File: src/rtl/serial_add_arbiter.sv
// serial_add_arbiter: two requesters share one bit-serial adder.
// A round-robin arbiter picks a requester in IDLE, the operands are added
// LSB-first over W SHIFT cycles, and the result is held in DONE until the
// consumer takes it.
module serial_add_arbiter #(
    parameter int W = 4
) (
    input  logic         clk,
    input  logic         reset,
    input  logic         req0_valid,
    input  logic         req1_valid,
    input  logic [W-1:0] req0_a,
    input  logic [W-1:0] req0_b,
    input  logic [W-1:0] req1_a,
    input  logic [W-1:0] req1_b,
    output logic         req0_ready,
    output logic         req1_ready,
    output logic         rsp_valid,
    output logic [W-1:0] rsp_sum,
    output logic         rsp_carry,
    output logic         rsp_id,
    input  logic         rsp_ready,
    output logic         busy
);

    // Counter only needs to reach W-1; keep at least one bit for W=1.
    localparam int CW = (W < 2) ? 1 : $clog2(W);
    localparam logic [CW-1:0] LAST_CNT = CW'(W - 1);
    localparam logic [CW-1:0] CNT_ONE  = CW'(1);
    localparam logic [CW-1:0] CNT_ZERO = CW'(0);

    localparam logic [1:0] ST_IDLE  = 2'd0;
    localparam logic [1:0] ST_SHIFT = 2'd1;
    localparam logic [1:0] ST_DONE  = 2'd2;

    logic [1:0]    state_q, state_d;
    logic [W-1:0]  a_q, a_d;
    logic [W-1:0]  b_q, b_d;
    logic [W-1:0]  sum_q, sum_d;
    logic          carry_q, carry_d;
    logic [CW-1:0] cnt_q, cnt_d;
    logic          id_q, id_d;
    logic          last_q, last_d;
    logic          valid_q, valid_d;

    logic          grant0;
    logic          grant1;
    logic          sum_bit;
    logic          carry_next;

    // Full adder majority: carry out is set when at least two inputs are set.
    function automatic logic majority3(input logic x, input logic y, input logic z);
        return (x & y) | (x & z) | (y & z);
    endfunction

    // Round-robin grant: on contention the requester not served last wins.
    always_comb begin
        grant0 = 1'b0;
        grant1 = 1'b0;
        if (req0_valid && req1_valid) begin
            if (last_q) begin
                grant0 = 1'b1;
            end else begin
                grant1 = 1'b1;
            end
        end else if (req0_valid) begin
            grant0 = 1'b1;
        end else if (req1_valid) begin
            grant1 = 1'b1;
        end else begin
            grant0 = 1'b0;
            grant1 = 1'b0;
        end
    end

    // Ready is offered only in IDLE and never while reset is asserted.
    always_comb begin
        req0_ready = 1'b0;
        req1_ready = 1'b0;
        if (!reset && (state_q == ST_IDLE)) begin
            req0_ready = grant0;
            req1_ready = grant1;
        end else begin
            req0_ready = 1'b0;
            req1_ready = 1'b0;
        end
    end

    // Next-state logic for the FSM and the serial datapath.
    always_comb begin
        state_d    = state_q;
        a_d        = a_q;
        b_d        = b_q;
        sum_d      = sum_q;
        carry_d    = carry_q;
        cnt_d      = cnt_q;
        id_d       = id_q;
        last_d     = last_q;
        valid_d    = valid_q;
        sum_bit    = a_q[0] ^ b_q[0] ^ carry_q;
        carry_next = majority3(a_q[0], b_q[0], carry_q);
        case (state_q)
            ST_IDLE: begin
                if (req0_ready || req1_ready) begin
                    a_d     = req1_ready ? req1_a : req0_a;
                    b_d     = req1_ready ? req1_b : req0_b;
                    sum_d   = '0;
                    carry_d = 1'b0;
                    cnt_d   = CNT_ZERO;
                    id_d    = req1_ready;
                    last_d  = req1_ready;
                    state_d = ST_SHIFT;
                end else begin
                    state_d = ST_IDLE;
                end
            end
            ST_SHIFT: begin
                a_d          = a_q >> 1;
                b_d          = b_q >> 1;
                sum_d        = sum_q >> 1;
                sum_d[W-1]   = sum_bit;
                carry_d      = carry_next;
                cnt_d        = cnt_q + CNT_ONE;
                if (cnt_q == LAST_CNT) begin
                    state_d = ST_DONE;
                    valid_d = 1'b1;
                end else begin
                    state_d = ST_SHIFT;
                end
            end
            ST_DONE: begin
                if (rsp_ready) begin
                    state_d = ST_IDLE;
                    valid_d = 1'b0;
                end else begin
                    state_d = ST_DONE;
                end
            end
            default: begin
                state_d = ST_IDLE;
                valid_d = 1'b0;
            end
        endcase
    end

    // State registers with synchronous reset; req0 wins the first contention.
    always_ff @(posedge clk) begin
        if (reset) begin
            state_q <= ST_IDLE;
            a_q     <= '0;
            b_q     <= '0;
            sum_q   <= '0;
            carry_q <= 1'b0;
            cnt_q   <= CNT_ZERO;
            id_q    <= 1'b0;
            last_q  <= 1'b1;
            valid_q <= 1'b0;
        end else begin
            state_q <= state_d;
            a_q     <= a_d;
            b_q     <= b_d;
            sum_q   <= sum_d;
            carry_q <= carry_d;
            cnt_q   <= cnt_d;
            id_q    <= id_d;
            last_q  <= last_d;
            valid_q <= valid_d;
        end
    end

    assign rsp_valid = valid_q;
    assign rsp_sum   = sum_q;
    assign rsp_carry = carry_q;
    assign rsp_id    = id_q;
    assign busy      = (state_q != ST_IDLE);

endmodule

File: config.mk
export PLATFORM = sky130hd
export DESIGN_NAME = serial_add_arbiter
export DESIGN_NICKNAME = d
export VERILOG_FILES = /design/src/rtl/serial_add_arbiter.sv
export SDC_FILE = /design/constraint.sdc
export NUM_CORES = 1
export LEC_CHECK = 0
export CAP_MARGIN = 5
export CORE_UTILIZATION = 45
export DETAILED_ROUTE_END_ITERATION = 10
export GPL_TIMING_DRIVEN = 1
export PLACE_DENSITY = 0.81
export SYNTH_ARGS = -nofsm -noshare
export SYNTH_HDL_FRONTEND = slang
export SYNTH_SLANG_ARGS = --single-unit
File: constraint.sdc
create_clock -name clk -period 1.9 [get_ports clk]
set_clock_uncertainty 0.1 [all_clocks]
set_input_delay 0.38 -clock clk [delete_from_list [all_inputs] [get_ports clk]]
set_output_delay 0.38 -clock clk [all_outputs]
set_load 0.03 [all_outputs]
==> results.sh <==
export IMPL_wl_per_cell_um=13.09
export IMPL_clockBufferDepth=2
export IMPL_status="complete, but fails checks"
export IMPL_fin_crit_sh_pct=100.5
export IMPL_path_max_fanout=3
export IMPL_gr_total_overflow=0
export IMPL_gp_congestion=0.8524
export IMPL_timing_fmax_mhz=523.7
export IMPL_syn_area_per_cell_sq_um=8.692
export IMPL_synthSimpleGateAreaFrac_pct=16.82
export IMPL_period_needed_ps=1909
export IMPL_critPathKind="in -> out"
export IMPL_synth_edf_count=0
export IMPL_p_seq_share_pct=45.2
export IMPL_post_synth_top_count_cell="dfxtp_1"
export IMPL_p_int_mw=0.7698
export IMPL_cp_arrival_ps=1430
export IMPL_multi_input_area_sq_um=525.5
export IMPL_synth_top_family_by_area="compound AO/OA/AOI/OAI gates"
export IMPL_grt_total_usage_pct=19.99
export IMPL_muxShareOfSynthArea_pct=6.115
export IMPL_worstPathRequired_ps=1420
export IMPL_power_density_nw_per_um2=722.0
export IMPL_leakagePower_nw=0.5679
export IMPL_start_util_pct=49.06
export IMPL_grt_max_degree=16
export IMPL_root_buffer="clkbuf_4"
export IMPL_seq_area_sq_um=400.4
export IMPL_violations="setup timing"
export IMPL_yosysTopAreaCell="dfxtp_1"
export IMPL_final_antenna_net_count=0
export IMPL_setup_tns_ps=-9.431
export IMPL_drt_total_wl_mm=2.303
export IMPL_ys_top_cells_by_count="dfxtp_1 (20), nand2_1 (18), inv_1 (9)"
export IMPL_place_inst=171
export IMPL_path_clk_slew_ps=120
export IMPL_switchingPower_mw=0.2600
export IMPL_comb_power_share_pct=21.1
export IMPL_yosys_most_used_dff="dfxtp_1"
export IMPL_power_share_switching_pct=25.25
export IMPL_grt_pass1_wl_mm=3.698
export IMPL_final_max_slew_viol_count=0
export IMPL_die_h_um=48.72
export IMPL_syn_area_sq_um=982.2
export IMPL_synth_xor_area_share_pct=0
export IMPL_cp_end_kind="primary output"
export IMPL_antenna_found_initial=0
export IMPL_clockPowerShare_pct=33.7
export IMPL_final_core_util_pct=71.25
export IMPL_topRoutingLayerUsed="met4"
export IMPL_synth_top_area_share_pct=40.76
export IMPL_num_io_pins=31
export IMPL_clock_latency_ps=310
export IMPL_vias=948
export IMPL_synth_area_leaders="dfxtp_1 (41%), nand2_1 (6.9%), mux2i_1 (6.1%), o221ai_1 (5.4%), a221oi_2 (4.6%)"
export IMPL_synthCells=113
export IMPL_syn_to_final_growth_pct=45.22
export IMPL_met3_length_um=118
export IMPL_rows=16
export IMPL_hpwl_mm=1.686
export IMPL_drive_gt1_share_pct=16.78
export IMPL_ys_types=27
export IMPL_antennaDiodeCount=0
export IMPL_ys_ff_latch=20
export IMPL_async_flop_share_pct=0
export IMPL_die_area_sq_um=2374
export IMPL_fin_cells=176
export IMPL_maxSlewHeadroom_pct=57.67
export IMPL_die_width_um=48.72
export IMPL_drt_first_iter_violations=27
export IMPL_cts_tree="built"
export IMPL_power_total_mw=1.030
export IMPL_finalWorstSetupSlack_ps=-9.431
export IMPL_synth_compound_area_share_pct=24.84
export IMPL_syn_num_nets=136
export IMPL_synth_adder_area_share_pct=3.312
export IMPL_dr_wl_met2_mm=1.161
export IMPL_hold_viol=0
export IMPL_port_buffers=30
export IMPL_yosys_warnings=0
export IMPL_clkSinkCount=20
export IMPL_min_path_type="reg -> reg"
export IMPL_peakVddDrop_mv=0.7688
export IMPL_grt_pass1_vias=864
export IMPL_finalNetCount=173
export IMPL_synth_seq_area_share_pct=40.76
export IMPL_finalSetupViolations=1
export IMPL_cts_buffers=3
export IMPL_dr_pass1_iters=4
export IMPL_fillers=164
export IMPL_cp_start_kind="input pin"
export IMPL_core_area_sq_um=2002
export IMPL_worstMarginPinSlew_ps=633.6
export IMPL_met1_length_mm=1.013
export IMPL_routed_via_density=5.386
export IMPL_drc=0
export IMPL_cap_violations=0
export IMPL_htreeDepth=1
==> flip-flops by register name (all words and copies together) (netlist names) <==
signal     cells
a_q            4
b_q            4
rsp_sum        4
cnt_q          2
state_q        2
last_q         1
rsp_carry      1
rsp_id         1
rsp_valid      1
==> final cells by class <==
| type | instances | area share (%) |
|---|---|---|
| tap | 27 | 2.368 |
| multi-input combinational | 76 | 36.84 |
| clock inverter | 1 | 2.105 |
| sequential | 20 | 28.07 |
| clock buffer | 3 | 1.579 |
| inverter | 9 | 2.368 |
| timing repair buffer | 40 | 26.67 |
==> through the flow <==
step	cell area, sq um	worst slack (ps)	hold WS (ps)
after CTS	1406	3.780	366.7
final	1426	-9.431	363.2
after global placement	1333	-96.11	342.5
after global routing	1426	-28.13	390.5
after floorplan	982.2	163.4	332.4
after detailed placement	1333	-99.54	349.5
==> kinds of logic after synthesis <==
| group | after synthesis |
|---|---|
| muxes | 6 |
| and+or+nand+nor | 36 |
| buffers and inverters | 17 |
| adders and majority gates | 2 |
| AOI/OAI and AO/OA | 32 |
| DFF | 20 |
==> worst paths after layout <==
kind                                from                endpoint  slack [ps]  cells after the start
hold / removal    rsp_valid$_SDFFE_PP0P_  rsp_valid$_SDFFE_PP0P_         360                      2
setup reg to reg   state_q[1]$_SDFF_PP0_     b_q[3]$_SDFFE_PP0P_         150                      4
hold reg to reg   rsp_valid$_SDFFE_PP0P_  rsp_valid$_SDFFE_PP0P_         360                      2
setup / recovery              req1_valid              req1_ready          -9                      4
==> cell usage in the layout (no fill, tap or decap), drive strengths merged, types with 2 or more instances in the layout <==
master and count:
clkdlybuf4s50 24, o21ai 3, dfxtp 20, dlymetal6s2s 2
o221ai 6, clkbuf 3, buf 12, nand2b 4
a21oi 8, inv 9, dlygate4sd2 2, o211ai 6
nor2 7, a211oi 3, mux2i 6, a221oi 3
nand2 18
==> worst max-delay path: stages <==
cell and delay (ps):
clkdlybuf4s50_1 510, a21boi_2 200, and3_4 210, buf_6 130
==> routing by layer <==
metal,GRT usage [%],up-vias
met5,0,-
met4,3.922,0
li1,-,473
met1,23.33,440
met2,35.88,32
met3,5.975,3
==> what timing repair did <==
action	4_1_cts	5_1_grt
pin swaps	2	0
setup buffers	1	0
hold buffers	0	0
resized for setup	8	6
endpoints found under the setup margin	3	3
==> power by group through the flow <==
stage / clock [mW] / combinational (mW) / sequential, mW
2_1_floorplan: 0 / 0.115 / 0.475
5_1_grt: 0.376 / 0.237 / 0.469
3_5_place_dp: 0 / 0.205 / 0.474
6_report: 0.347 / 0.217 / 0.466
3_3_place_gp: 0 / 0.199 / 0.472
4_1_cts: 0.355 / 0.212 / 0.465
No activity file was read; power rests on OpenSTA's default activity.
